### src/rtl/seq_div_8by4_pkg.sv
// Shared types and default widths for the sequential restoring divider.
package seq_div_8by4_pkg;
  localparam int DW_DEF = 8;
  localparam int VW_DEF = 4;

  typedef enum logic [1:0] {
    IDLE = 2'd0,
    RUN  = 2'd1,
    DONE = 2'd2
  } state_t;
endpackage

### src/rtl/div_restore_step.sv
// One restoring-division step: shift in the next dividend bit, subtract if it fits.
module div_restore_step #(
  parameter int VW = 4
) (
  input  logic [VW-1:0] r_in,
  input  logic          dbit,
  input  logic [VW-1:0] divisor,
  output logic [VW-1:0] r_out,
  output logic          qbit
);
  logic [VW:0]   sh;
  logic [VW-1:0] diff;

  assign sh   = {r_in, dbit};
  assign qbit = (sh >= {1'b0, divisor});
  // When the subtract is taken the result is < divisor, so the low VW bits
  // of the modular difference are exact.
  assign diff  = sh[VW-1:0] - divisor;
  assign r_out = qbit ? diff : sh[VW-1:0];
endmodule

### src/rtl/seq_div_8by4.sv
// Sequential restoring divider, one quotient bit per clock, valid/ready on both sides.
// Optional SEQ_DIV_EARLY_EXIT_EN: finish immediately when dividend < divisor.
module seq_div_8by4
  import seq_div_8by4_pkg::*;
#(
  parameter int DW = DW_DEF,
  parameter int VW = VW_DEF
) (
  input  logic          clk,
  input  logic          rst,
  input  logic          in_valid,
  output logic          in_ready,
  input  logic [DW-1:0] dividend,
  input  logic [VW-1:0] divisor,
  output logic          out_valid,
  input  logic          out_ready,
  output logic [DW-1:0] quotient,
  output logic [VW-1:0] remainder,
  output logic          div_zero
);
  localparam int CW = (DW > 1) ? $clog2(DW) : 1;

  state_t        state, state_nx;
  logic [DW-1:0] dvd, q_sh;
  logic [VW-1:0] dvs, r, r_step;
  logic [CW-1:0] cnt;
  logic          qbit, zero_div, early;

  assign in_ready  = (state == IDLE);
  assign out_valid = (state == DONE);
  assign zero_div  = (divisor == '0);

`ifdef SEQ_DIV_EARLY_EXIT_EN
  assign early = !zero_div && (dividend < {{(DW-VW){1'b0}}, divisor});
`else
  assign early = 1'b0;
`endif

  div_restore_step #(.VW(VW)) u_step (
    .r_in   (r),
    .dbit   (dvd[DW-1]),
    .divisor(dvs),
    .r_out  (r_step),
    .qbit   (qbit)
  );

  always_ff @(posedge clk) begin
    if (rst) state <= IDLE;
    else     state <= state_nx;
  end

  always_comb begin
    state_nx = state;
    case (state)
      IDLE:    if (in_valid) state_nx = (zero_div || early) ? DONE : RUN;
      RUN:     if (cnt == '0) state_nx = DONE;
      DONE:    if (out_ready) state_nx = IDLE;
      default: state_nx = IDLE;
    endcase
  end

  always_ff @(posedge clk) begin
    if (rst) begin
      dvd       <= '0;
      dvs       <= '0;
      r         <= '0;
      q_sh      <= '0;
      cnt       <= '0;
      quotient  <= '0;
      remainder <= '0;
      div_zero  <= 1'b0;
    end else begin
      case (state)
        IDLE: if (in_valid) begin
          dvd  <= dividend;
          dvs  <= divisor;
          r    <= '0;
          q_sh <= '0;
          cnt  <= CW'(DW - 1);
          if (zero_div) begin
            quotient  <= '1;
            remainder <= dividend[VW-1:0];
            div_zero  <= 1'b1;
          end else if (early) begin
            quotient  <= '0;
            remainder <= dividend[VW-1:0];
            div_zero  <= 1'b0;
          end
        end
        RUN: begin
          r    <= r_step;
          dvd  <= {dvd[DW-2:0], 1'b0};
          q_sh <= {q_sh[DW-2:0], qbit};
          cnt  <= cnt - 1'b1;
          // Result registers only move on the last step so they hold between ops.
          if (cnt == '0) begin
            quotient  <= {q_sh[DW-2:0], qbit};
            remainder <= r_step;
            div_zero  <= 1'b0;
          end
        end
        default: ;
      endcase
    end
  end
endmodule

### config.mk
export PLATFORM = sky130hd
export DESIGN_NAME = seq_div_8by4
export DESIGN_NICKNAME = d
export VERILOG_FILES = /design/src/rtl/seq_div_8by4_pkg.sv /design/src/rtl/div_restore_step.sv /design/src/rtl/seq_div_8by4.sv
export SDC_FILE = /design/constraint.sdc
export NUM_CORES = 1
export LEC_CHECK = 0
export CAP_MARGIN = 20
export CORE_MARGIN = 3
export CORE_UTILIZATION = 56
export DETAILED_ROUTE_END_ITERATION = 7
export PLACE_DENSITY = 0.83
export SLEW_MARGIN = 20
export SYNTH_ARGS = -nofsm -noshare
export SYNTH_HDL_FRONTEND = slang
export SYNTH_HIERARCHICAL = 1
export SYNTH_SLANG_ARGS = --single-unit
export TNS_END_PERCENT = 20
### constraint.sdc
create_clock -name clk -period 5.2 [get_ports clk]
set_clock_uncertainty 0.15 [all_clocks]
set_input_delay 1.04 -clock clk [delete_from_list [all_inputs] [get_ports clk]]
set_output_delay 1.04 -clock clk [all_outputs]
set_load 0.005 [all_outputs]
==> results of run 1 <==
-- routing by layer --
metal | up-vias | GRT usage, % | wire [microns] | part of all wire [%]
li1 | 780 | - | - | -
met2 | 49 | 36.1 | 2100 | 50
met5 | - | 0 | 0 | 0
met4 | 0 | 8.63 | 66 | 1.6
met3 | 6 | 5.98 | 222 | 5.3
met1 | 739 | 27.8 | 1810 | 43
-- final cells by class --
type,instances,area [sq um]
clock inverter,1,7.51
sequential,41,821
inverter,9,33.8
fill,237,892
clock buffer,6,51.3
multi-input combinational,144,960
timing repair buffer,31,308
tap,44,55.1
-- tightest hold or removal path, cell delays in order, from the launching register on --
cell and delay, ps:
dfxtp_1 330, nand2_1 60, a21oi_1 50
-- sequential cells by signal (all words and copies together) (netlist names) --
| signal | count |
|---|---|
| quotient | 8 |
| remainder | 4 |
| dvd | 8 |
| cnt | 3 |
| q_sh | 7 |
| r | 4 |
| div_zero | 1 |
| dvs | 4 |
| state | 2 |
-- logic make-up after synthesis --
family	synth area share [%]
fa+ha+maj	5.05
flops	43.6
compound gates	20.2
buf+inv	5.51
mux	6.11
xor+xnor	0.465
simple gates	19.1
-- cells in the final DEF, fill, tap and decap left out, types with 2 or more instances in the layout --
cell and n:
a221oi_1 2, a21oi_1 7, a311oi_1 4, mux2i_1 10
a22oi_1 12, clkdlybuf4s50_1 30, ha_1 6, nor2_1 43
a211oi_1 19, nor3_1 2, inv_1 9, nand2_1 14
clkbuf_4 5, dfxtp_1 41, nand2b_1 5
-- final timing paths --
path	end	slack, ps
worst max-delay path	quotient[3]	2390
worst min-delay path	div_zero	320
worst max register to register	remainder[0]	3140
worst min register to register	div_zero	320
-- report_power, final --
| part | total, mW | leakage, nW | internal, mW | switching (mW) |
|---|---|---|---|---|
| clock | 0.167 | 0.0303 | 0.0634 | 0.104 |
| combinational | 0.198 | 0.506 | 0.0912 | 0.107 |
| sequential | 0.360 | 0.336 | 0.342 | 0.0188 |
-- synthesized netlist by cell type (all sizes together), types with 2 or more instances --
cell type,n,area share [%]
nand2,16,3.7
dfxtp,41,44
a311oi,4,1.9
nand2b,5,1.7
buf,9,2.9
nor3,2,0.53
clkbuf,4,0.80
nor2,45,9.5
a22oi,12,4.8
ha,6,4.0
a221oi,2,0.93
mux2i,10,5.3
inv,9,1.8
a211oi,19,7.6
a21oi,8,2.7
==> run_results.csv, run 1 <==
group,metric,value,unit
setup_path,worstPathArrival,2910,ps
setup_path,path_cells,"clkdlybuf4s50_1, nor3b_2, nand2_4, a211oi_1",
routing,first_pass_iters,4,
synth,synth_edf_count,0,
synth,synthArstFlopShare,0,%
clock_tree,postCtsHoldBufs,0,
setup_path,cp_top_family,"simple AND/OR/NAND/NOR gates",
setup_path,slowest_delay,820,ps
timing,fmax,0.356,GHz
global_routing,antenna_found_initial,0,
min_path,whs_path_depth,2,
routing,viasPerCell,5.70,
clock_tree,max-clock-path-buffers,2,
clock_tree,clock-sinks,41,
setup_path,startpoint,"in_valid",
timing,tns,0,ps
clock_tree,clk-insertion-delay-late,350,ps
global_routing,track_usage,22.2,%
power_and_ir_drop,cellPowerDensity,325,mW/mm^2
finish,finish.utilization,71.5,%
timing,finalHoldViolations,0,
synth,syn_area_per_cell,9.10,sq um
synth,synth_cell_types,38,
timing,rsz0062_at_grt,"false",
floorplan,start_util,60.2,%
timing,slew_violations,0,
min_path,min_from,"div_zero",
placed_design,place_congestion,0.866,
routing,wl_per_cell,15.2,microns
clock_tree,htree_levels,2,
timing,relSlewSlack,34.4,%
clock_tree,cts_setup_buffers,0,
setup_path,critPathSlowestCell,"nor3b_2",
setup_path,startpoint_type,"input port",
floorplan,dieWidth,64.0,microns
routing,remaining_drc_errors,0,
setup_path,critical_path_class,"input port to register",
synth,synthCells,207,
finish,stdcell_area,0.00224,sq mm
floorplan,fp-row-count,20,
floorplan,io_pins,31,
timing,tightest_slew,980,ps
clock_tree,path_clk_slew,110,ps
clock_tree,post_cts_resize_count,0,
synth,yosysWarnings,6,
finish,final_cells,276,
power_and_ir_drop,leakage,0.872,nW
setup_path,crit_cells,4,
finish,area_delta_synth_final,18.7,%
run_status,status,"finished clean",
job,cap_violations,0,
synth,synthFlopType,"dfxtp_1",
power_and_ir_drop,totalPowerFinal,0.726,mW
placed_design,dp_hpwl,2970,microns
synth,ys_seq_area_share,43.6,%
finish,drive_gt1_share,8.19,%
setup_path,required,5300,ps
setup_path,cp-end-kind,"register",
global_routing,grt_max_degree,42,
setup_path,crit_fanout,12,
routing,num_vias,1574,
power_and_ir_drop,peakVddDrop,0.000143,V
global_routing,grt.overflow.total,0,
placed_design,placed_cells,269,
placed_design,placed_area,0.00218,sq mm
floorplan,die_h,64.0,microns
timing,hold_slack,324,ps
clock_tree,cts_buffers,5,
timing,post-route-period-util,54.1,%
synth,syn-num-nets,230,
clock_tree,tritoncts,"yes",
timing,fin_ws,2390,ps
setup_path,critPathBufInv,1,
global_routing,grt_pass1_vias,1531,
routing,antenna_left,0,
floorplan,dieArea,0.00410,sq mm
routing,drt-total-wl,4200,microns
placed_design,port_buffers,30,
min_path,hold_class,"register to register",
placed_design,preCtsSetupSlack,2070,ps
synth,syn_area,0.00188,sq mm
global_routing,grt_pass1_wl,7120,microns
clock_tree,clock-root-buffer,"clkbuf_4",
timing,setup_viol,0,
finish,num_antenna_cells,0,
finish,fin_nets,255,
synth,synth_seq_cells,41,
floorplan,core_area,0.00313,sq mm
setup_path,r2r_cells,8,
routing,drt_iter0_drc,121,
timing,period_minus_slack,2810,ps
setup_path,reg2reg_from,"dvs[2]",
Note: power is estimated with default switching activity, not from simulation.
==> run 2: changes to the inputs <==
--- a/config.mk
+++ b/config.mk
@@ -7,9 +7,9 @@
 export LEC_CHECK = 0
 export CAP_MARGIN = 20
 export CORE_MARGIN = 3
-export CORE_UTILIZATION = 56
+export CORE_UTILIZATION = 47
 export DETAILED_ROUTE_END_ITERATION = 7
-export PLACE_DENSITY = 0.83
+export PLACE_DENSITY = 0.75
 export SLEW_MARGIN = 20
 export SYNTH_ARGS = -nofsm -noshare
 export SYNTH_HDL_FRONTEND = slang
==> constraint.sdc (replaced) <==
create_clock -name clk -period 2.4 [get_ports clk]
set_clock_uncertainty 0.15 [all_clocks]
set_input_delay 0.48 -clock clk [delete_from_list [all_inputs] [get_ports clk]]
set_output_delay 0.48 -clock clk [all_outputs]
set_load 0.005 [all_outputs]
==> run 2 against run 1 <==
Count of clock-buffer cells in the layout stayed put. Design area is 2.6% higher. Sequential share of layout area is 0.94 points lower. Critical path depth is 2 lower. Utilization is 11 points lower. Worst setup slack worse by 2100 ps. Register-to-register slack worse by 2700 ps. Total power is 130% higher. Sequential power is 120% higher. Wire length is 9.5% lower. First-iteration DRC count is 21% lower. Combinational power is 110% higher. Critical endpoint is now out_valid.
==> run_results.csv, run 2 (synthesized netlist as in run 1, its figures left out) <==
group,metric,value,unit
placed_design,place_congestion,0.818,
timing,setup_viol,0,
floorplan,fp-row-count,22,
clock_tree,post_cts_resize_count,0,
setup_path,cp-end-kind,"output port",
timing,post-route-period-util,86.6,%
clock_tree,htree_levels,2,
setup_path,rr_endpoint,"remainder[2]",
timing,finalHoldViolations,0,
routing,num_vias,1515,
finish,top_regs,"dvd (8), quotient (8), q_sh (7)",
routing,m1WireLength,1780,microns
power_and_ir_drop,intPower,1.17,mW
global_routing,track_usage,16.2,%
global_routing,grt.overflow.total,0,
routing,first_pass_iters,5,
clock_tree,clock-root-buffer,"clkbuf_8",
power_and_ir_drop,pwr-share-comb,25.4,%
clock_tree,tritoncts,"yes",
finish,area_delta_synth_final,21.8,%
run_status,status,"finished clean",
floorplan,dieArea,0.00480,sq mm
setup_path,critPathSlowestCell,"clkdlybuf4s50_1",
routing,drt_iter0_drc,96,
power_and_ir_drop,swShare,29.3,%
timing,relSlewSlack,67.5,%
setup_path,reg2reg_from,"dvs[2]",
clock_tree,cts_setup_buffers,0,
setup_path,r2r_cells,8,
floorplan,die_h,69.3,microns
job,cap_violations,0,
routing,remaining_drc_errors,0,
clock_tree,path_clk_slew,70,ps
global_routing,antenna_found_initial,0,
setup_path,path_cells,"nor2b_1, clkdlybuf4s50_1",
finish,drive_gt1_share,9.36,%
routing,viasPerCell,5.35,
floorplan,start_util,50.0,%
placed_design,placed_area,0.00220,sq mm
finish,num_antenna_cells,0,
setup_path,startpoint_type,"register",
routing,wl_met3,227,microns
setup_path,critical_path_class,"register to output port",
routing,antenna_left,0,
finish,stdcell_area,0.00229,sq mm
placed_design,dp_hpwl,2670,microns
clock_tree,max-clock-path-buffers,2,
clock_tree,clock-sinks,41,
timing,fmax,0.481,GHz
routing,wl_per_cell,13.4,microns
timing,tightest_slew,484,ps
finish,final_cell_mix,"nor2_1, dfxtp_1, clkdlybuf4s50_1, a211oi_1, nand2_1",
min_path,min_to,"cnt[0]",
routing,drt-total-wl,3800,microns
power_and_ir_drop,p_switching,0.486,mW
min_path,whs_path_depth,2,
timing,tns,0,ps
floorplan,dieWidth,69.3,microns
timing,period_minus_slack,2080,ps
clock_tree,cts_buffers,5,
global_routing,grt_pass1_wl,6330,microns
global_routing,grt_pass1_vias,1355,
setup_path,required,1770,ps
setup_path,slowest_delay,510,ps
power_and_ir_drop,clock_power_share,27.7,%
power_and_ir_drop,cellPowerDensity,722,mW/mm^2
setup_path,rrSetupSlack,420,ps
clock_tree,clk-insertion-delay-late,290,ps
setup_path,critPathBufInv,1,
routing,highest_layer,"met4",
finish,final_common_cell,"nor2_1",
power_and_ir_drop,leakage,0.900,nW
routing,met2WireLength,1720,microns
min_path,hold_class,"register to register",
global_routing,grt_max_degree,42,
setup_path,worstPathArrival,1450,ps
placed_design,port_buffers,30,
timing,slew_violations,0,
floorplan,io_pins,31,
setup_path,crit_fanout,9,
min_path,min_from,"cnt[0]",
floorplan,core_area,0.00377,sq mm
power_and_ir_drop,seqPwrFrac,46.9,%
clock_tree,postCtsHoldBufs,0,
finish,fin_nets,258,
setup_path,cp_top_family,"buffers and inverters",
power_and_ir_drop,peakVddDrop,0.000367,V
timing,rsz0062_at_grt,"false",
run 2: changes by cell type in the layout (fill, tap and decap cells not counted):
cell,previous run,this run
clkbuf_8,1,6
clkbuf_4,5,0
buf_4,1,4
run 2: tightest hold or removal path, cell delays in order (launching register included):
cell,delay [ps]
dfxtp_1,310
nand2_1,50
a21oi_1,50
run 2: through the flow:
step / setup WS [ps] / util (%) / hold slack, ps / total power, mW / cells
finish: 322 / 60.8 / 304 / 1.66 / 283
global route: 246 / 60.8 / 334 / 1.75 / 283
CTS: 306 / 60.8 / 304 / 1.67 / 283
detailed placement: 283 / 58.5 / 295 / 1.21 / 276
global placement: 338 / 58.5 / 287 / 1.21 / 276
floorplan: 584 / - / 282 / 1.09 / 207
run 2: metal layers:
layer / vias to the layer above / GRT usage [%]
li1: 780 / -
met1: 687 / 21.9
met2: 40 / 24.3
met3: 8 / 4.93
met4: 0 / 6.07
met5: - / 0
run 2: power by group through the flow:
stage | clock (mW) | sequential (mW) | combinational [mW]
after global placement | 0 | 0.792 | 0.417
after global routing | 0.495 | 0.784 | 0.470
final | 0.458 | 0.778 | 0.421
after floorplan | 0 | 0.783 | 0.302
after detailed placement | 0 | 0.793 | 0.421
after CTS | 0.471 | 0.778 | 0.425
run 2: how the worst max path moves through the flow:
stage               startpoint      endpoint  slack, ps  cells past startpoint
floorplan               dvs[2]  remainder[2]        580                      8
global placement    divisor[0]  remainder[3]        340                      4
detailed placement  divisor[0]   quotient[2]        280                      4
CTS                   state[1]     out_valid        310                      2
global route          state[1]     out_valid        250                      2
finish                state[1]     out_valid        320                      2
run 2: final cells by class:
cell class                      count  area (sq um)
Clock inverter                      1          7.51
Tap cell                           48          60.1
Multi-Input combinational cell    144           960
Sequential cell                    41           821
Clock buffer                        6          82.6
Fill cell                         353          1480
Timing Repair Buffer               34           330
Inverter                            9          33.8
==> run 3: changes to the inputs <==
--- a/config.mk
+++ b/config.mk
@@ -7,12 +7,11 @@
 export LEC_CHECK = 0
 export CAP_MARGIN = 20
 export CORE_MARGIN = 3
-export CORE_UTILIZATION = 47
+export CORE_UTILIZATION = 48
 export DETAILED_ROUTE_END_ITERATION = 7
 export PLACE_DENSITY = 0.75
 export SLEW_MARGIN = 20
 export SYNTH_ARGS = -nofsm -noshare
 export SYNTH_HDL_FRONTEND = slang
-export SYNTH_HIERARCHICAL = 1
 export SYNTH_SLANG_ARGS = --single-unit
 export TNS_END_PERCENT = 20
==> run 3 against run 2 <==
Critical endpoint is now quotient[0]. Non-clock buffer count grew 6. Register-to-register slack got worse by 70 ps. Global-route usage up 2.9 points. Sequential cell count is the same. Via count increased by 14%.
==> run_results.csv, run 3 <==
group,metric,value,unit
run_status,status,"finished clean",
setup_path,path_cells,"clkdlybuf4s50_1, or4_4, a221oi_4, buf_12, nor2_1, a211oi_2",
clock_tree,cts_setup_buffers,0,
setup_path,startpoint_type,"input port",
min_path,min_from,"dvs[3]",
power_and_ir_drop,cellPowerDensity,677,mW/mm^2
routing,drt-total-wl,4370,microns
floorplan,dieWidth,70.0,microns
setup_path,critPathBufInv,2,
clock_tree,postCtsHoldBufs,0,
power_and_ir_drop,totalPowerFinal,1.65,mW
finish,regArea,821,sq um
routing,first_pass_iters,4,
synth,syn-num-nets,255,
routing,num_vias,1729,
synth,syn_area,0.00196,sq mm
routing,antenna_left,0,
clock_tree,clock-sinks,41,
finish,num_antenna_cells,0,
setup_path,rrSetupSlack,350,ps
setup_path,rr_endpoint,"r[2]",
timing,relSlewSlack,73.7,%
timing,rsz0062_at_grt,"false",
synth,synth_most_common_cell,"dfxtp_1",
global_routing,antenna_found_initial,0,
setup_path,critical_path_class,"input port to register",
power_and_ir_drop,leakage,0.911,nW
synth,syn_area_per_cell,8.46,sq um
floorplan,core_area,0.00380,sq mm
power_and_ir_drop,peakVddDrop,0.000441,V
setup_path,r2r_cells,7,
setup_path,cp-end-kind,"register",
finish,fillers,347,
min_path,min_to,"dvs[3]",
setup_path,cp_top_family,"buffers and inverters",
synth,synthFlopType,"dfxtp_1",
setup_path,crit_fanout,16,
clock_tree,path_clk_slew,80,ps
setup_path,slowest_delay,570,ps
placed_design,dp_hpwl,3050,microns
synth,synth.top_cells.by_count,"dfxtp_1, nand2_1, nor2_1",
synth,synth_edf_count,0,
timing,slew_violations,0,
setup_path,critPathSlowestCell,"or4_4",
finish,final_cell_mix,"dfxtp_1, nand2_1, clkdlybuf4s50_1, nor2_1, a21oi_1",
finish,area_delta_synth_final,23.8,%
finish,multi_input_area,0.00103,sq mm
timing,hold_slack,308,ps
finish,final_common_cell,"dfxtp_1",
global_routing,track_usage,19.1,%
floorplan,io_pins,31,
timing,tns,0,ps
clock_tree,htree_levels,2,
finish,drive_gt1_share,12.9,%
min_path,whs_path_depth,2,
placed_design,port_buffers,30,
synth,yosysWarnings,0,
synth,synthCells,232,
timing,finalHoldViolations,0,
clock_tree,cts_buffers,5,
floorplan,die_h,70.0,microns
routing,remaining_drc_errors,0,
floorplan,fp-row-count,22,
synth,synth_seq_cells,41,
clock_tree,clk-insertion-delay-late,300,ps
synth,yosysTopAreaCell,"dfxtp_1",
global_routing,grt_pass1_wl,7640,microns
placed_design,place_congestion,0.825,
clock_tree,max-clock-path-buffers,2,
min_path,hold_class,"register to register",
synth,synth_top_area_share,41.8,%
timing,fmax,0.439,GHz
finish,fin_nets,286,
routing,drt_iter0_drc,110,
clock_tree,clock-root-buffer,"clkbuf_8",
setup_path,worstPathArrival,2340,ps
floorplan,dieArea,0.00489,sq mm
global_routing,grt_max_degree,42,
synth,synthArstFlopShare,0,%
synth,synth_cell_types,40,
floorplan,start_util,51.7,%
global_routing,grt.overflow.total,0,
timing,post-route-period-util,94.9,%
clock_tree,post_cts_resize_count,0,
job,cap_violations,0,
global_routing,grt_pass1_vias,1643,
setup_path,reg2reg_from,"dvd[7]",
timing,tightest_slew,394,ps
synth,synthTopCellsByArea,"dfxtp_1, nand2_1, a21oi_1",
timing,setup_viol,0,
clock_tree,tritoncts,"yes",
routing,wl_per_cell,14.0,microns
setup_path,required,2470,ps
routing,viasPerCell,5.54,
timing,period_minus_slack,2280,ps
finish,top_regs,"dvd (8), quotient (8), q_sh (7)",
synth,ys_seq_area_share,41.8,%
finish,finish.utilization,64.0,%
==> run 3: cell count changes in the layout (fill, tap and decap cells not counted), sizes merged, moves of 9 or more <==
cell,delta
mux2i,-10
nand3,+9
a22oi,-9
a21oi,+14
nand2,+20
nor2,-19
a211oi,-14
==> run 3: area by class of cell <==
class	instances	share of cell area [%]
Tap cell	48	2.47
Inverter	10	1.54
Sequential cell	41	33.8
Clock buffer	5	2.83
Timing Repair Buffer	40	16.5
Clock inverter	3	0.721
Multi-Input combinational cell	165	42.2
==> run 3: how the worst max path moves through the flow <==
stage                     slack, ps            to  cells past startpoint       start
after floorplan                 380  remainder[1]                      5  divisor[0]
after global placement         -120  remainder[3]                      6  divisor[0]
after detailed placement       -150   quotient[6]                      6  divisor[0]
after CTS                       160   quotient[0]                      6  divisor[0]
after global routing             60  remainder[3]                      6  divisor[0]
final                           120   quotient[0]                      6  divisor[0]
==> run 3: metal layers <==
metal	up-vias	part of all wire (%)	global-route usage, %
li1	874	-	-
met1	805	48	26.5
met2	48	45	28.6
met3	2	5.9	5.18
met4	0	0.50	6.17
met5	-	0	0
==> run 3: cells by family after synthesis <==
| family | share of synthesized area (%) |
|---|---|
| xor+xnor | 0.892 |
| compound gates | 24.4 |
| simple gates | 22.1 |
| buf+inv | 5.93 |
| flops | 41.8 |
| fa+ha+maj | 4.84 |
==> run 3: report_power, final <==
group / switching (mW) / total, mW / internal, mW / leakage [nW]
Clock: 0.242 / 0.443 / 0.201 / 0.0439
Sequential: 0.0389 / 0.778 / 0.739 / 0.336
Combinational: 0.224 / 0.425 / 0.202 / 0.531
Total: 0.504 / 1.65 / 1.14 / 0.911
==> run 3: worst register-to-register path, cell delays in order, from the launching register on <==
cell and delay, ps:
dfxtp_1 370, inv_1 60, ha_1 290, nand2b_1 190, a2111oi_2 430, buf_4 200, o211ai_1 120, a31oi_1 180
==> run 3: metrics by stage <==
step	cell area (sq um)	instances	setup WS, ps
after detailed placement	2340	304	-149
after CTS	2430	312	158
after global routing	2430	312	64.9
after floorplan	1960	232	379
final	2430	312	123
after global placement	2340	304	-124
==> patch (config.mk and constraints of run 2) <==
The 3 states of `state_t` get a one-hot encoding in 3 bits.
--- a/src/rtl/seq_div_8by4_pkg.sv
+++ b/src/rtl/seq_div_8by4_pkg.sv
@@ -4,8 +4,8 @@
   localparam int VW_DEF = 4;
 
-  typedef enum logic [1:0] {
-    IDLE = 2'd0,
-    RUN  = 2'd1,
-    DONE = 2'd2
+  typedef enum logic [2:0] {
+    IDLE = 3'b001,
+    RUN  = 3'b010,
+    DONE = 3'b100
   } state_t;
 endpackage
Function: same outputs for any inputs over 4 cycles, from zero or initial values and one cycle with rst high; so few cycles prove little.
==> patch against run 2 <==
- setup slack lost 0.17 ns
- largest power group unchanged
- via count grew 14%
- routed wire length grew 22%
- utilization grew 0.32 points
- sequential power shrank 3.1%
- non-clock buffer count grew 6
- power shrank 3.9%
- sequential cell count grew 1
- synthesized area grew 10%
- design area grew 9.7%
==> patch: results (changes against run 2) <==
Outcome
  – Status: completed (unchanged)

Detailed routing
  – WL per Instance: 14.74 um (was 13.42 um)
  – Drt via density: 5.537 (was 5.353)
  – DR iter-0 viols: 121 (was 96)
  – DRT Pass-1 Iters: 4 (was 5)

Placement
  – Detailed-placement wirelength estimate: 3243 um (was 2669 um)
  – Port bufs: 30 (unchanged)
  – Global placer's final weighted congestion: 0.7780 (was 0.8177)

Synthesis
  – Ranking of synthesized cells by area: dfxtp_1 (41%), nand2_1 (7.1%), a21oi_1 (4.6%), a211oi_1 (4.3%), a211oi_2 (4.2%) (was dfxtp_1 (44%), nor2_1 (8.6%), a211oi_1 (7.6%), mux2i_1 (5.3%), a22oi_1 (4.8%))
  – Ys Warns: 6 (unchanged)
  – Seq/Total Area, Yosys: 40.53% (was 43.56%)
  – Synth Net Count: 258 (was 230)
  – Main synth FF type: dfxtp_1 (unchanged)
  – Asr flop ratio synth: 0% (unchanged)
  – Post-synth cell types: 43 (was 38)
  – Top cell types by occurrence after synthesis: dfxtp_1 (42), nand2_1 (39), a21oi_1 (19) (was nor2_1 (43), dfxtp_1 (41), a211oi_1 (19))

Global route
  – Initial antenna violation count: 0 (unchanged)
  – Largest net degree at the start of global routing: 25 (was 42)
  – Tot GR Track Use: 19.21% (was 16.21%)
  – Vias in the first global route: 1686 (was 1355)
  – First-pass GRT wire length: 7948 um (was 6334 um)

Min path
  – Hold EP: dvs[2]$_SDFFE_PP0P_ (was cnt[0]$_SDFFE_PP0P_)
  – Hold path cells: 2 (unchanged)
  – Worst Hold Launch: dvs[2]$_SDFFE_PP0P_ (was cnt[0]$_SDFFE_PP0P_)
  – Worst min path class: flip-flop to flip-flop (unchanged)

CTS
  – Worst-skew pair later-pin latency: 0.29 ns (about the same)
  – Setup bufs post-CTS: 0 (unchanged)
  – Level count of the clock H-tree: 2 (unchanged)
  – Root Driver: clkbuf_8 (unchanged)
  – Cts repair resizes: 0 (unchanged)
  – Clock Pin Slew Worst Setup and Hold Paths: 0.07 ns (about the same)
  – Clock Path Buffers: 2 (unchanged)
  – Num CTS Buffers: 5 (unchanged)

Critical path
  – Critical R2R Capture: remainder[1]$_SDFFE_PP0P_ (was remainder[2]$_SDFFE_PP0P_)
  – CP startpoint: state[2]$_SDFFE_PP0P_ (was state[1]$_SDFFE_PP0P_)
  – Worst-case reg-to-reg path depth: 7 (was 8)
  – Arrival @ worst endpoint: 1.61 ns (was 1.45 ns)
  – Worst R2R Start: cnt[0]$_SDFFE_PP0P_ (was dvs[2]$_SDFFE_PP0P_)
  – R2r setup slk: 0.36 ns (was 0.42 ns)
  – Crit path max fanout: 9 (unchanged)

Layout
  – Final Net Count: 286 (was 258)
  – Layout cell share with drive strength beyond 1: 14.07% (was 9.362%)
  – N_diodes: 0 (unchanged)
  – Fill count: 366 (was 353)
  – Largest regs: dvd x8, quotient x8, q_sh x7 (unchanged)

Power and ir drop
  – Leakage power: 0.9022 nW (was 0.8998 nW)
  – Peak supply drop: 390.2 uV (was 366.9 uV)

STA
  – Slew HR: 57.47% (was 67.50%)
## patch: changes by cell type after synthesis, moves of 5 or more
cell	change
a211oi_1	-7
a211oi_2	+7
a21oi_1	+12
a22oi_1	-12
a31oi_1	+6
mux2i_1	-7
nand2_1	+25
nand3_1	+11
nor2_1	-31
nor3_1	+5
o21ai_0	+8
## patch: where the power goes
group	leakage [nW]	switching (W)	total, W	internal [W]
sequential	0.342	0.0000238	0.000754	0.000730
combinational	0.503	0.000146	0.000278	0.000132
clock	0.0573	0.000227	0.000559	0.000333
## patch: critical path: stages (launching register included)
cell and delay (ns):
dfxtp_1 0.49, inv_1 0.12, nor3_1 0.19, clkdlybuf4s50_1 0.53
## patch: through the flow
step                      cells  setup WS [ns]  hold slack, ns  instance area [um^2]
final                       313         0.1552          0.3172                  2517
after global routing        313        0.05458          0.3437                  2517
after CTS                   313         0.1295          0.3199                  2517
after detailed placement    306         0.2271          0.3057                  2405
after global placement      306         0.2627          0.2945                  2405
after floorplan             235         0.6076          0.2863                  2074
## patch: area by class of cell
type / count / share of cell area [%]
flip-flops and latches: 42 / 33.40
clock buffers: 6 / 3.280
inverters: 12 / 1.789
well taps: 50 / 2.485
repair buffers: 40 / 15.41
clock inverters: 1 / 1.193
multi-input cells: 162 / 42.45
## patch: per-layer routing
metal	track usage, %	share of wire (%)	wire length [um]
met1	26.18	47	2192
met2	29.83	46	2132
met3	3.601	4.7	218
met4	7.992	1.5	71
met5	0	0	0
## patch: logic make-up after synthesis
logic type | after synthesis | synth area share [%]
muxes | 4 | 2.171
buffers and inverters | 31 | 7.961
xor gates and xnor gates | 1 | 0.4223
and+or+nand+nor | 84 | 20.51
AOI/OAI and AO/OA | 66 | 23.82
DFF | 42 | 40.53
adders and majority gates | 7 | 4.584
## patch: worst max-delay path by stage
stage | endpoint | slack [ns] | cells past startpoint
2_1_floorplan | remainder[2]$_SDFFE_PP0P_ | 0.61 | 8
3_3_place_gp | remainder[1]$_SDFFE_PP0P_ | 0.26 | 5
3_5_place_dp | remainder[1]$_SDFFE_PP0P_ | 0.23 | 5
4_1_cts | out_valid | 0.13 | 3
5_1_grt | out_valid | 0.05 | 3
6_report | out_valid | 0.16 | 3
